--- config.mk ---
export PLATFORM = sky130hd
export DESIGN_NAME = paddle_hit_estimator_flat
export DESIGN_NICKNAME = d
export VERILOG_FILES = /design/src/rtl/paddle_hit_estimator_pkg.sv /design/src/rtl/paddle_hit_estimator_if.sv /design/src/rtl/paddle_hit_estimator_history.sv /design/src/rtl/paddle_hit_estimator.sv /design/src/flat_wrapper.sv
export SDC_FILE = /design/constraint.sdc
export NUM_CORES = 1
export LEC_CHECK = 0
export BUFFER_PORTS_ARGS = -buffer_cell sky130_fd_sc_hd__buf_2
export CORE_ASPECT_RATIO = 0.5
export CORE_MARGIN = 2
export CORE_UTILIZATION = 54
export CTS_CLUSTER_SIZE = 20
export DETAILED_ROUTE_END_ITERATION = 16
export PLACE_DENSITY = 0.76
export SETUP_SLACK_MARGIN = 0.15
export SLEW_MARGIN = 20
export SYNTH_ARGS = -nofsm -noshare
export SYNTH_HDL_FRONTEND = slang
export SYNTH_SLANG_ARGS = --single-unit
--- constraint.sdc ---
create_clock -name clk_25MHZ -period 3.65 [get_ports clk_25MHZ]
set_input_delay 0.73 -clock clk_25MHZ [delete_from_list [all_inputs] [get_ports clk_25MHZ]]
set_output_delay 0.73 -clock clk_25MHZ [all_outputs]
set_load 0.01 [all_outputs]
--- src/rtl/paddle_hit_estimator_pkg.sv ---
// Shared types and defaults for the paddle hit estimator.
// Holds the hit FSM encoding, screen limits and a wrap-free 11-bit distance helper.
package pong_pkg;

    typedef enum logic [1:0] {
        ARMED    = 2'd0,
        HIT_HOLD = 2'd1,
        COOLDOWN = 2'd2
    } hit_state_t;

    localparam int CAM_W = 320;
    localparam int CAM_H = 240;
    localparam int SCR_W = 640;
    localparam int SCR_H = 480;

    localparam int DEF_HIST_DEPTH      = 4;
    localparam int DEF_SPEED_SHIFT     = 2;
    localparam int DEF_SPEED_MAX       = 8;
    localparam int DEF_HIT_X_WIN       = 16;
    localparam int DEF_HIT_Y_WIN       = 24;
    localparam int DEF_COLL_HOLD       = 2;
    localparam int DEF_COOLDOWN_FRAMES = 6;

    function automatic logic [10:0] abs_diff(input logic [10:0] a, input logic [10:0] b);
        return (a >= b) ? (a - b) : (b - a);
    endfunction

endpackage

--- src/rtl/paddle_hit_estimator_if.sv ---
// Tracking/ball inputs and collision/speed outputs between the video path and the game controller.
// master drives the tracking side, slave is the estimator.
interface paddle_hit_estimator_if;
    logic       upscale;
    logic       frame_done;
    logic       paddle_valid;
    logic [9:0] paddle_x;
    logic [9:0] paddle_y;
    logic [9:0] ball_x;
    logic [9:0] ball_y;
    logic       is_ball_moving_right;
    logic       collision_detected;
    logic [9:0] estimated_speed;
    logic       paddle_lost;
    logic [7:0] hit_count;

    modport master (
        output upscale, frame_done, paddle_valid, paddle_x, paddle_y,
        output ball_x, ball_y, is_ball_moving_right,
        input  collision_detected, estimated_speed, paddle_lost, hit_count
    );

    modport slave (
        input  upscale, frame_done, paddle_valid, paddle_x, paddle_y,
        input  ball_x, ball_y, is_ball_moving_right,
        output collision_detected, estimated_speed, paddle_lost, hit_count
    );
endinterface

--- src/rtl/paddle_hit_estimator_history.sv ---
// Per-frame paddle-Y history; raw speed is |newest - oldest| >> SPEED_SHIFT clamped to [1, SPEED_MAX].
// raw_speed is combinational on the registered history (updated on each frame_done).
module paddle_history
    import pong_pkg::*;
#(
    parameter int HIST_DEPTH  = DEF_HIST_DEPTH,
    parameter int SPEED_SHIFT = DEF_SPEED_SHIFT,
    parameter int SPEED_MAX   = DEF_SPEED_MAX
) (
    input  logic        clk_25MHZ,
    input  logic        reset,
    input  logic        frame_done,
    input  logic        paddle_valid,
    input  logic [10:0] py_in,
    output logic [9:0]  raw_speed
);
    localparam int FW = $clog2(HIST_DEPTH + 1);

    logic [10:0]   hist_q [HIST_DEPTH];
    logic [10:0]   hist_d [HIST_DEPTH];
    logic [FW-1:0] fill_q, fill_d;
    logic [10:0]   disp;
    logic [10:0]   shifted;

    always_comb begin
        hist_d = hist_q;
        fill_d = fill_q;
        if (frame_done) begin
            if (paddle_valid) begin
                hist_d[0] = py_in;
                for (int i = 1; i < HIST_DEPTH; i++) hist_d[i] = hist_q[i-1];
                if (fill_q != FW'(HIST_DEPTH)) fill_d = fill_q + 1'b1;
            end else begin
                for (int i = 0; i < HIST_DEPTH; i++) hist_d[i] = '0;
                fill_d = '0;
            end
        end
    end

    always_ff @(posedge clk_25MHZ or posedge reset) begin
        if (reset) begin
            hist_q <= '{default: '0};
            fill_q <= '0;
        end else begin
            hist_q <= hist_d;
            fill_q <= fill_d;
        end
    end

    // Speed is only trusted once the window spans HIST_DEPTH frames.
    always_comb begin
        disp    = abs_diff(hist_q[0], hist_q[HIST_DEPTH-1]);
        shifted = disp >> SPEED_SHIFT;
        if (fill_q != FW'(HIST_DEPTH) || shifted == '0)
            raw_speed = 10'd1;
        else if (shifted > 11'(SPEED_MAX))
            raw_speed = 10'(SPEED_MAX);
        else
            raw_speed = shifted[9:0];
    end

endmodule

--- src/rtl/paddle_hit_estimator.sv ---
// Paddle hit estimator: scales the paddle centroid, detects ball contact, holds a clean collision pulse.
// Optional SPEED_FILTER_EN macro averages successive speed estimates instead of using the raw value.
module paddle_hit_estimator
    import pong_pkg::*;
#(
    parameter int HIST_DEPTH      = DEF_HIST_DEPTH,
    parameter int SPEED_SHIFT     = DEF_SPEED_SHIFT,
    parameter int SPEED_MAX       = DEF_SPEED_MAX,
    parameter int HIT_X_WIN       = DEF_HIT_X_WIN,
    parameter int HIT_Y_WIN       = DEF_HIT_Y_WIN,
    parameter int COLL_HOLD       = DEF_COLL_HOLD,
    parameter int COOLDOWN_FRAMES = DEF_COOLDOWN_FRAMES
) (
    input logic                     clk_25MHZ,
    input logic                     reset,
    paddle_hit_estimator_if.slave   bus
);
    localparam int HW = $clog2(COLL_HOLD + 1);
    localparam int CW = $clog2(COOLDOWN_FRAMES + 1);

    hit_state_t    state_q, state_d;
    logic [HW-1:0] hold_q, hold_d;
    logic [CW-1:0] cool_q, cool_d;
    logic [10:0]   px_q, px_d, py_q, py_d;
    logic          lost_q, lost_d;
    logic          pend_q, pend_d;
    logic [9:0]    speed_q, speed_d;
    logic [7:0]    hit_cnt_q, hit_cnt_d;
    logic [10:0]   px_scaled, py_scaled;
    logic [9:0]    raw_speed;
    logic          hit_cond;
    logic          in_hold;
    logic          hit_take;
`ifdef SPEED_FILTER_EN
    logic          flush_q, flush_d;
    logic [10:0]   filt;
`endif

    assign px_scaled = bus.upscale ? {bus.paddle_x, 1'b0} : {1'b0, bus.paddle_x};
    assign py_scaled = bus.upscale ? {bus.paddle_y, 1'b0} : {1'b0, bus.paddle_y};

    // Compares against the latched centroid, so a same-cycle frame_done sees the previous frame.
    assign hit_cond = bus.is_ball_moving_right && !lost_q
                   && (abs_diff({1'b0, bus.ball_x}, px_q) <= 11'(HIT_X_WIN))
                   && (abs_diff({1'b0, bus.ball_y}, py_q) <= 11'(HIT_Y_WIN));

    paddle_history #(
        .HIST_DEPTH (HIST_DEPTH),
        .SPEED_SHIFT(SPEED_SHIFT),
        .SPEED_MAX  (SPEED_MAX)
    ) u_history (
        .clk_25MHZ   (clk_25MHZ),
        .reset       (reset),
        .frame_done  (bus.frame_done),
        .paddle_valid(bus.paddle_valid),
        .py_in       (py_scaled),
        .raw_speed   (raw_speed)
    );

    // FSM: state register
    always_ff @(posedge clk_25MHZ or posedge reset) begin
        if (reset) begin
            state_q <= ARMED;
            hold_q  <= '0;
            cool_q  <= '0;
        end else begin
            state_q <= state_d;
            hold_q  <= hold_d;
            cool_q  <= cool_d;
        end
    end

    // FSM: next state
    always_comb begin
        state_d = state_q;
        hold_d  = hold_q;
        cool_d  = cool_q;
        case (state_q)
            ARMED: begin
                if (hit_cond) begin
                    state_d = HIT_HOLD;
                    hold_d  = HW'(COLL_HOLD);
                end
            end
            HIT_HOLD: begin
                if (hold_q == HW'(1)) begin
                    state_d = COOLDOWN;
                    cool_d  = '0;
                end else begin
                    hold_d = hold_q - 1'b1;
                end
            end
            COOLDOWN: begin
                if (bus.frame_done) begin
                    if (cool_q == CW'(COOLDOWN_FRAMES - 1)) state_d = ARMED;
                    else                                     cool_d  = cool_q + 1'b1;
                end
            end
            default: state_d = ARMED;
        endcase
    end

    // FSM: outputs
    always_comb begin
        in_hold  = (state_q == HIT_HOLD);
        hit_take = (state_q == ARMED) && hit_cond;
    end

    // Datapath next values
    always_comb begin
        px_d      = px_q;
        py_d      = py_q;
        lost_d    = lost_q;
        hit_cnt_d = hit_take ? hit_cnt_q + 8'd1 : hit_cnt_q;
        pend_d    = bus.frame_done && !in_hold;
        speed_d   = speed_q;
        if (bus.frame_done) begin
            lost_d = !bus.paddle_valid;
            if (bus.paddle_valid) begin
                px_d = px_scaled;
                py_d = py_scaled;
            end
        end
`ifdef SPEED_FILTER_EN
        flush_d = bus.frame_done && !bus.paddle_valid;
        filt    = ({1'b0, speed_q} + {1'b0, raw_speed} + 11'd1) >> 1;
        if (pend_q && !in_hold) speed_d = flush_q ? 10'd1 : filt[9:0];
`else
        if (pend_q && !in_hold) speed_d = raw_speed;
`endif
    end

    always_ff @(posedge clk_25MHZ or posedge reset) begin
        if (reset) begin
            px_q      <= '0;
            py_q      <= '0;
            lost_q    <= 1'b1;
            pend_q    <= 1'b0;
            speed_q   <= 10'd1;
            hit_cnt_q <= '0;
`ifdef SPEED_FILTER_EN
            flush_q   <= 1'b0;
`endif
        end else begin
            px_q      <= px_d;
            py_q      <= py_d;
            lost_q    <= lost_d;
            pend_q    <= pend_d;
            speed_q   <= speed_d;
            hit_cnt_q <= hit_cnt_d;
`ifdef SPEED_FILTER_EN
            flush_q   <= flush_d;
`endif
        end
    end

    assign bus.collision_detected = in_hold;
    assign bus.estimated_speed    = speed_q;
    assign bus.paddle_lost        = lost_q;
    assign bus.hit_count          = hit_cnt_q;

endmodule
--- src/flat_wrapper.sv ---
// flat-port wrapper written by rule: the top's interface ports become plain ports
module paddle_hit_estimator_flat import pong_pkg::*;
#(
    parameter int HIST_DEPTH      = DEF_HIST_DEPTH,
    parameter int SPEED_SHIFT     = DEF_SPEED_SHIFT,
    parameter int SPEED_MAX       = DEF_SPEED_MAX,
    parameter int HIT_X_WIN       = DEF_HIT_X_WIN,
    parameter int HIT_Y_WIN       = DEF_HIT_Y_WIN,
    parameter int COLL_HOLD       = DEF_COLL_HOLD,
    parameter int COOLDOWN_FRAMES = DEF_COOLDOWN_FRAMES
)
  (clk_25MHZ, reset, bus_upscale, bus_frame_done, bus_paddle_valid, bus_paddle_x, bus_paddle_y, bus_ball_x, bus_ball_y, bus_is_ball_moving_right, bus_collision_detected, bus_estimated_speed, bus_paddle_lost, bus_hit_count);
  paddle_hit_estimator_if bus_i ();
  input logic clk_25MHZ;
  input logic reset;
  input wire logic [$bits(bus_i.upscale)-1:0] bus_upscale;
  input wire logic [$bits(bus_i.frame_done)-1:0] bus_frame_done;
  input wire logic [$bits(bus_i.paddle_valid)-1:0] bus_paddle_valid;
  input wire logic [$bits(bus_i.paddle_x)-1:0] bus_paddle_x;
  input wire logic [$bits(bus_i.paddle_y)-1:0] bus_paddle_y;
  input wire logic [$bits(bus_i.ball_x)-1:0] bus_ball_x;
  input wire logic [$bits(bus_i.ball_y)-1:0] bus_ball_y;
  input wire logic [$bits(bus_i.is_ball_moving_right)-1:0] bus_is_ball_moving_right;
  output wire logic [$bits(bus_i.collision_detected)-1:0] bus_collision_detected;
  output wire logic [$bits(bus_i.estimated_speed)-1:0] bus_estimated_speed;
  output wire logic [$bits(bus_i.paddle_lost)-1:0] bus_paddle_lost;
  output wire logic [$bits(bus_i.hit_count)-1:0] bus_hit_count;
  assign bus_i.upscale = bus_upscale;
  assign bus_i.frame_done = bus_frame_done;
  assign bus_i.paddle_valid = bus_paddle_valid;
  assign bus_i.paddle_x = bus_paddle_x;
  assign bus_i.paddle_y = bus_paddle_y;
  assign bus_i.ball_x = bus_ball_x;
  assign bus_i.ball_y = bus_ball_y;
  assign bus_i.is_ball_moving_right = bus_is_ball_moving_right;
  assign bus_collision_detected = bus_i.collision_detected;
  assign bus_estimated_speed = bus_i.estimated_speed;
  assign bus_paddle_lost = bus_i.paddle_lost;
  assign bus_hit_count = bus_i.hit_count;
  paddle_hit_estimator #(.HIST_DEPTH(HIST_DEPTH), .SPEED_SHIFT(SPEED_SHIFT), .SPEED_MAX(SPEED_MAX), .HIT_X_WIN(HIT_X_WIN), .HIT_Y_WIN(HIT_Y_WIN), .COLL_HOLD(COLL_HOLD), .COOLDOWN_FRAMES(COOLDOWN_FRAMES)) u_core (.clk_25MHZ(clk_25MHZ), .reset(reset), .bus(bus_i));
endmodule
==> impl_metrics.csv, run 1 <==
group,metric,value,unit
sta,fmax,284,MHz
layout,nFillCells,943,
layout,layout_commonest_cell,"inv_1",
logic_synthesis,synth_seq_cells,95,
sta,setup_tns,0,ps
layout,drive_above_1_share,0.229,
power,irDropWorstVdd,0.000277,V
drt,routed_via_density,5.52,
global_routing,grt_use_total,0.243,
sta,period_share,0.966,
drt,vias,5811,
placed_design,io_buffers,64,
drt,postRouteAntennaNets,0,
power,power_density,419,nW/um^2
critical_path,critPathRequiredTime,3880,ps
logic_synthesis,syn_nets,888,
logic_synthesis,synth_edf_count,0,
floorplanning,design.die.area,13300,sq um
clock_tree,htreeDepth,3,
floorplanning,die_y,82.5,microns
layout,fin_util,0.680,
critical_path,startpoint_type,"primary input",
critical_path,worst-path-max-fanout,2,
drt,wl,15.9,mm
layout,ff_latch_area,2380,sq um
drt,dr.pass1.iters,5,
sta,finalHoldViolCount,0,
logic_synthesis,synth_area,6650,sq um
sta,max_slew_margin,0.318,
outcome,status,"completed",
placed_design,routabilityCongestion,0.900,
sta,setup_ws,124,ps
floorplanning,rows,28,
critical_path,crit_type,"primary input to register",
clock_tree,clock_latency,350,ps
critical_path,cpPeakStageDelay,510,ps
sta,slew_violations,0,
global_routing,antenna_found_initial,0,
flow_run,cap_viol_max_count,0,
layout,fin_cells,1052,
layout,n_antenna_cell,0,
sta,setup-violations-final,0,
clock_tree,numCtsBuffers,9,
global_routing,overflow,0,
logic_synthesis,postSynth.asyncResetShare,1.00,
placed_design,dpl.hpwl,11.8,mm
logic_synthesis,seq_area_frac_synth,0.358,
layout,syn_to_final_growth,21.8,%
critical_path,cpMaxStageDelayCell,"or4_4",
floorplanning,dieWidth,161,microns
placed_design,place_inst,1032,
logic_synthesis,syn_inst,775,
floorplanning,io_pins,66,
clock_tree,clk_pin_slew,70,ps
clock_tree,cts_root_buffer,"clkbuf_16",
placed_design,place_ws,-406,ps
critical_path,crit_path_cell_trace,"buf_2, inv_2, ha_4, nand2b_4, a211oi_4, or4_4, a31oi_4, xnor2_1, or4_1, o31a_1, a2111o_1, or3_4, xnor2_2",
global_routing,grt_max_degree,77,
hold_path,min_path_type,"register to register",
power,p_leak,3.95,nW
global_routing,grt_pass1_wl,26.0,mm
sta,rsz0062_at_grt,"true",
sta,fin_crit,3530,ps
drt,drtIter0Drc,394,
drt,drc,0,
clock_tree,postCtsHoldBufs,0,
clock_tree,cts.path.max_buffers,2,
layout,multiInputGateArea,3930,sq um
clock_tree,cts.sinks,95,
logic_synthesis,synth_cell_types,70,
layout,nets,995,
floorplanning,start_util,0.558,
floorplanning,core,11900,sq um
clock_tree,cts_tree,"done",
logic_synthesis,synthFlopType,"dfrtp_1",
global_routing,grt_pass1_vias,5551,
layout,final_cell_mix,"99 x inv_1, 91 x dfrtp_1, 68 x o21ai_0",
sta,fin_worst_skew,8.83,ps
sta,fin_hold_ws,482,ps
logic_synthesis,synth_warnings,0,
critical_path,end_kind,"register",
critical_path,arrival,3760,ps
sta,tightest_slew,997,ps
logic_synthesis,syn_area_per_cell,8.58,sq um
drt,avgRoutedWirePerCell,15.1,microns
## cell type report
class,count,share of cell area
clock buffers,9,0.0278
clock inverters,7,0.00973
flip-flops and latches,95,0.294
multi-input cells,537,0.485
well taps,165,0.0255
inverters,107,0.0514
repair buffers,132,0.107
## state kept, by name, summed over array words and instances, names as in the netlist
| name | cells |
|---|---|
| u_core.bus.paddle_lost | 1 |
| u_core.px_q | 11 |
| u_core.u_history.hist_q | 44 |
| u_core.hold_q | 2 |
| u_core.u_history.fill_q | 3 |
| u_core.cool_q | 3 |
| u_core.state_q | 2 |
| u_core.py_q | 11 |
| u_core.bus.estimated_speed | 9 |
| u_core.pend_q | 1 |
| u_core.bus.hit_count | 8 |
## stage by stage
| step | area [sq um] | power (mW) |
|---|---|---|
| floorplan | 6730 | 1.98 |
| global placement | 7580 | 2.31 |
| detailed placement | 7580 | 2.34 |
| CTS | 7950 | 3.32 |
| global route | 8100 | 3.59 |
| finish | 8100 | 3.39 |
## power breakdown
| part | switching [mW] | leakage [nW] | total [mW] | internal, mW |
|---|---|---|---|---|
| Combinational | 0.664 | 2.55 | 1.24 | 0.573 |
| Clock | 0.421 | 0.151 | 0.960 | 0.540 |
| Sequential | 0.0678 | 1.26 | 1.19 | 1.13 |
## worst max-delay path, delay by kind of cell
| kind | cells | cell delay (ps) |
|---|---|---|
| buf+inv | 2 | 170 |
| compound gates | 4 | 980 |
| fa+ha+maj | 1 | 130 |
| xor+xnor | 2 | 210 |
| simple gates | 4 | 1510 |
## cell usage after synthesis, types with 3 or more instances
master | n | area (sq um)
ha_1 | 67 | 838
a2111oi_0 | 3 | 26.3
nor4_1 | 6 | 37.5
o22ai_1 | 19 | 119
nand4_1 | 6 | 37.5
nor2_1 | 43 | 161
nand3b_1 | 4 | 30.0
dfrtp_1 | 93 | 2330
xnor2_1 | 10 | 87.6
and3_1 | 5 | 31.3
o31a_1 | 3 | 26.3
o21ai_0 | 70 | 350
o31ai_1 | 5 | 37.5
mux2_2 | 5 | 56.3
o211ai_1 | 3 | 22.5
o21a_1 | 5 | 37.5
a21oi_1 | 34 | 170
nand3_1 | 42 | 210
or2_2 | 3 | 18.8
xor2_1 | 13 | 114
inv_1 | 106 | 398
nor2b_1 | 6 | 37.5
or3_1 | 3 | 18.8
a31oi_1 | 3 | 18.8
clkbuf_1 | 29 | 109
buf_1 | 3 | 11.3
o2111ai_1 | 3 | 26.3
nand2b_1 | 12 | 75.1
nor4b_1 | 4 | 35.0
nor3_1 | 11 | 55.1
o21bai_1 | 3 | 22.5
a21o_1 | 7 | 52.6
mux2i_1 | 28 | 280
nand2_1 | 56 | 210
a211oi_1 | 9 | 67.6
and2_1 | 10 | 62.6
## worst paths after layout
check	startpoint	to	slack, ps	cells after the start
worst max-delay path	bus_ball_x[0]	u_core.bus.hit_count[6]	120	13
worst min-delay path	u_core.bus.estimated_speed[5]	u_core.bus.estimated_speed[5]	480	1
worst max register to register	u_core.px_q[3]	u_core.bus.hit_count[6]	150	11
worst min register to register	u_core.bus.estimated_speed[5]	u_core.bus.estimated_speed[5]	480	1
max in group asynchronous	reset	u_core.u_history.hist_q[17]	2400	3
min in group asynchronous	reset	u_core.cool_q[1]	500	2
## routing by layer
| metal | global-route usage | vias to the layer above | part of all wire |
|---|---|---|---|
| li1 | - | 2883 | - |
| met3 | 0.0415 | 19 | 0.029 |
| met5 | 0 | - | 0 |
| met4 | 0.0571 | 0 | 0.014 |
| met2 | 0.415 | 112 | 0.47 |
| met1 | 0.328 | 2797 | 0.48 |
## logic make-up (layout without fill, tap and decap cells)
logic type                 Yosys count  after routing  synth area share
AOI/OAI and AO/OA                  190            190             0.181
xor gates and xnor gates            24             24            0.0327
adders and majority gates           67             67             0.126
buffers and inverters              143            255            0.0837
DFF                                 95             95             0.358
muxes                               33             33            0.0506
other                                1              1          0.000564
and+or+nand+nor                    222            222             0.167
## what timing repair did
item                                   in CTS  in global routing
pin swaps                                  12                  7
buffers inserted                            1                  3
setup endpoints to repair                   9                 14
cloned                                      0                  0
endpoints found under the hold margin       0                  0
gates resized for setup                    15                 34
Note: power is estimated with default switching activity, not from simulation.
==> run 2: changes to the inputs <==
--- a/config.mk
+++ b/config.mk
@@ -5,13 +5,14 @@
 export SDC_FILE = /design/constraint.sdc
 export NUM_CORES = 1
 export LEC_CHECK = 0
+export ABC_AREA = 1
 export BUFFER_PORTS_ARGS = -buffer_cell sky130_fd_sc_hd__buf_2
 export CORE_ASPECT_RATIO = 0.5
 export CORE_MARGIN = 2
-export CORE_UTILIZATION = 54
+export CORE_UTILIZATION = 47
 export CTS_CLUSTER_SIZE = 20
 export DETAILED_ROUTE_END_ITERATION = 16
-export PLACE_DENSITY = 0.76
+export PLACE_DENSITY = 0.67
 export SETUP_SLACK_MARGIN = 0.15
 export SLEW_MARGIN = 20
 export SYNTH_ARGS = -nofsm -noshare
==> run 2 against run 1 <==
Sequential power about the same. Non-clock buffer count fell by 63. Clock power increased by 4.1%. First-iteration DRC count is 23% higher. Global-route usage fell by 0.49 points. Sequential cell count stayed put. Design area rose by 6.3%. Synthesized cell count up 49%. Largest power group unchanged.
==> impl_metrics.csv, run 2 <==
group,metric,value,unit
outcome,status,"completed",
drt,drc,0,
critical_path,critPathCapture,"u_core.bus.hit_count[7]",
floorplanning,rows,33,
hold_path,min_path_type,"register to register",
sta,max_slew_margin,0.465,
clock_tree,postCtsHoldBufs,0,
flow_run,cap_viol_max_count,0,
sta,slew_violations,0,
sta,setup-violations-final,0,
layout,fin_util,0.529,
critical_path,cp.depth,18,
layout,largestRegisters,"u_core.u_history.hist_q (44), u_core.px_q (11), u_core.py_q (11)",
layout,nets,1324,
power,p_seq_frac,0.316,
power,pwr-share-clk,0.263,
power,p_total,3.80,mW
critical_path,r2r-end,"u_core.bus.hit_count[7]",
critical_path,end_kind,"register",
critical_path,cpPeakStageDelay,400,ps
power,p_int,2.23,mW
critical_path,crit_start,"bus_ball_x[4]",
placed_design,place_area,8300,sq um
global_routing,antenna_found_initial,0,
critical_path,crit_buf_inv,3,
critical_path,worstRegToRegCells,16,
layout,n_antenna_cell,0,
critical_path,crit_type,"primary input to register",
sta,tightest_slew,802,ps
critical_path,worst-path-max-fanout,8,
power,power_density,442,nW/um^2
logic_synthesis,synth_most_common_cell,"nand2_1",
drt,postRouteAntennaNets,0,
global_routing,overflow,0,
drt,drtIter0Drc,483,
clock_tree,clk_pin_slew,70,ps
placed_design,routabilityCongestion,0.983,
floorplanning,dieWidth,186,microns
critical_path,crit_path_frequent_cell,"nand2_1",
layout,fin_cells,1443,
clock_tree,cts.path.max_buffers,2,
logic_synthesis,synth_area_leaders,"dfrtp_1 30%, nand2_1 17%, ha_1 11%",
clock_tree,cts_tree,"done",
sta,fin_hold_ws,490,ps
sta,period_share,0.786,
logic_synthesis,yosys.area.top_type,"dfrtp_1",
logic_synthesis,seq_area_frac_synth,0.307,
sta,finalHoldViolCount,0,
clock_tree,clock_latency,350,ps
global_routing,grt_use_total,0.238,
logic_synthesis,postSynth.asyncResetShare,1.00,
placed_design,dpl.hpwl,15.8,mm
sta,setup_ws,782,ps
sta,fmax,349,MHz
drt,vias,7382,
sta,fin_worst_skew,8.51,ps
layout,drive_above_1_share,0.101,
power,swShare,0.413,
critical_path,cpMaxStageDelayCell,"ha_1",
critical_path,cp_top_family,"simple AND/OR/NAND/NOR gates",
logic_synthesis,syn_area_per_cell,6.72,sq um
floorplanning,start_util,0.476,
global_routing,grt_max_degree,65,
layout,regMostFlops,"u_core.u_history.hist_q",
floorplanning,die_y,94.8,microns
clock_tree,cts_setup_buffers,0,
sta,setup_tns,0,ps
power,p_leak,4.85,nW
critical_path,reg2reg_from,"u_core.px_q[5]",
power,irDropWorstVdd,0.000226,V
layout,layout_commonest_cell,"nand2_1",
global_routing,grt_pass1_vias,7240,
clock_tree,cts.sinks,95,
sta,rsz0062_at_grt,"false",
clock_tree,htreeDepth,3,
critical_path,crit_path_cell_trace,"buf_2, inv_1, ha_1, nand2_1, nor2_1, nand2_1, nand3_1, nand2_1, nand2_1, nand2_1, nor2_1, nand3_1, nand2_1, nand2_1, nor2_4, nand3_1, nand2_1, inv_1",
logic_synthesis,synth_top_area_frac,0.300,
logic_synthesis,syn_inst,1153,
placed_design,place_ws,485,ps
drt,routed_via_density,5.12,
critical_path,critPathRequiredTime,3900,ps
clock_tree,cts_root_buffer,"clkbuf_16",
power,switching_power,1.57,mW
logic_synthesis,synth_edf_count,0,
layout,largest_reg_flops,44,
floorplanning,io_pins,66,
critical_path,reg2reg_setup_slack,890,ps
clock_tree,numCtsBuffers,9,
logic_synthesis,synthTopCellsByCount,"342 x nand2_1, 216 x inv_1, 93 x dfrtp_1",
logic_synthesis,synth_area,7750,sq um
clock_tree,ctsResizeCount,0,
floorplanning,core,16300,sq um
logic_synthesis,syn_nets,1266,
layout,final_cell_mix,"342 x nand2_1, 215 x inv_1, 93 x dfrtp_1",
drt,wl,20.0,mm
logic_synthesis,synthFlopType,"dfrtp_1",
layout,syn_to_final_growth,11.1,%
sta,fin_crit,2870,ps
drt,avgRoutedWirePerCell,13.8,microns
critical_path,startpoint_type,"primary input",
logic_synthesis,synth_seq_cells,95,
logic_synthesis,synth_cell_types,42,
critical_path,arrival,3110,ps
global_routing,grt_pass1_wl,33.2,mm
power,p_comb_frac,0.422,
layout,fin_area,8610,sq um
placed_design,io_buffers,64,
floorplanning,design.die.area,17600,sq um
placed_design,place_inst,1427,
logic_synthesis,synth_warnings,0,
drt,dr.pass1.iters,6,
==> run 2: changes by cell type after synthesis, moves of 12 or more <==
cell / change
inv_1: +110
o22ai_1: +25
nor2_1: +45
nand4_1: +15
nand2b_1: -12
clkbuf_1: -18
mux2i_1: -28
nand3_1: +39
nand2_1: +286
o21ai_0: -36
==> run 2: area by class of cell <==
| cell class | instances | area (sq um) |
|---|---|---|
| clock inverter | 7 | 87.6 |
| clock buffer | 9 | 225 |
| fill | 1664 | 7660 |
| sequential | 95 | 2380 |
| multi-input combinational | 817 | 4440 |
| timing repair buffer | 69 | 370 |
| inverter | 219 | 825 |
| tap | 227 | 284 |
==> run 2: cell families (layout without fill, tap and decap cells) <==
group                      Yosys count  count (layout)  synth area share
xor gates and xnor gates            21              21            0.0237
adders and majority gates           67              67             0.108
other                                1               1          0.000484
DFF                                 95              95             0.307
buffers and inverters              241             304             0.120
and+or+nand+nor                    575             575             0.323
AOI/OAI and AO/OA                  153             153             0.117
==> run 2: power by group through the flow <==
stage	combinational, mW	clock, mW	sequential [mW]
2_1_floorplan	1.23	0	1.21
3_3_place_gp	1.55	0	1.22
3_5_place_dp	1.58	0	1.22
4_1_cts	1.59	1.02	1.20
5_1_grt	1.83	1.06	1.21
6_report	1.60	0.999	1.20
==> run 2: worst min path at each step <==
stage	slack, ps	start	cells past startpoint	end
final	490	u_core.bus.estimated_speed[3]	2	u_core.bus.estimated_speed[3]
after global routing	520	u_core.bus.estimated_speed[3]	2	u_core.bus.estimated_speed[3]
after CTS	500	u_core.bus.estimated_speed[3]	2	u_core.bus.estimated_speed[3]
after detailed placement	480	u_core.bus.estimated_speed[3]	2	u_core.bus.estimated_speed[3]
after global placement	470	u_core.bus.estimated_speed[3]	2	u_core.bus.estimated_speed[3]
after floorplan	480	u_core.hold_q[1]	2	u_core.hold_q[1]
==> run 2: per-layer routing <==
metal	global-route usage	up-vias	share of wire
li1	-	3769	-
met1	0.310	3351	0.48
met2	0.404	213	0.45
met3	0.0336	49	0.049
met4	0.0919	0	0.029
met5	0	-	0
==> run 2: tightest hold or removal path: cells and delay by family, from the launching register on <==
kind / cells / cell delay [ps]
flip-flops: 1 / 340
AND/OR/NAND/NOR: 2 / 110
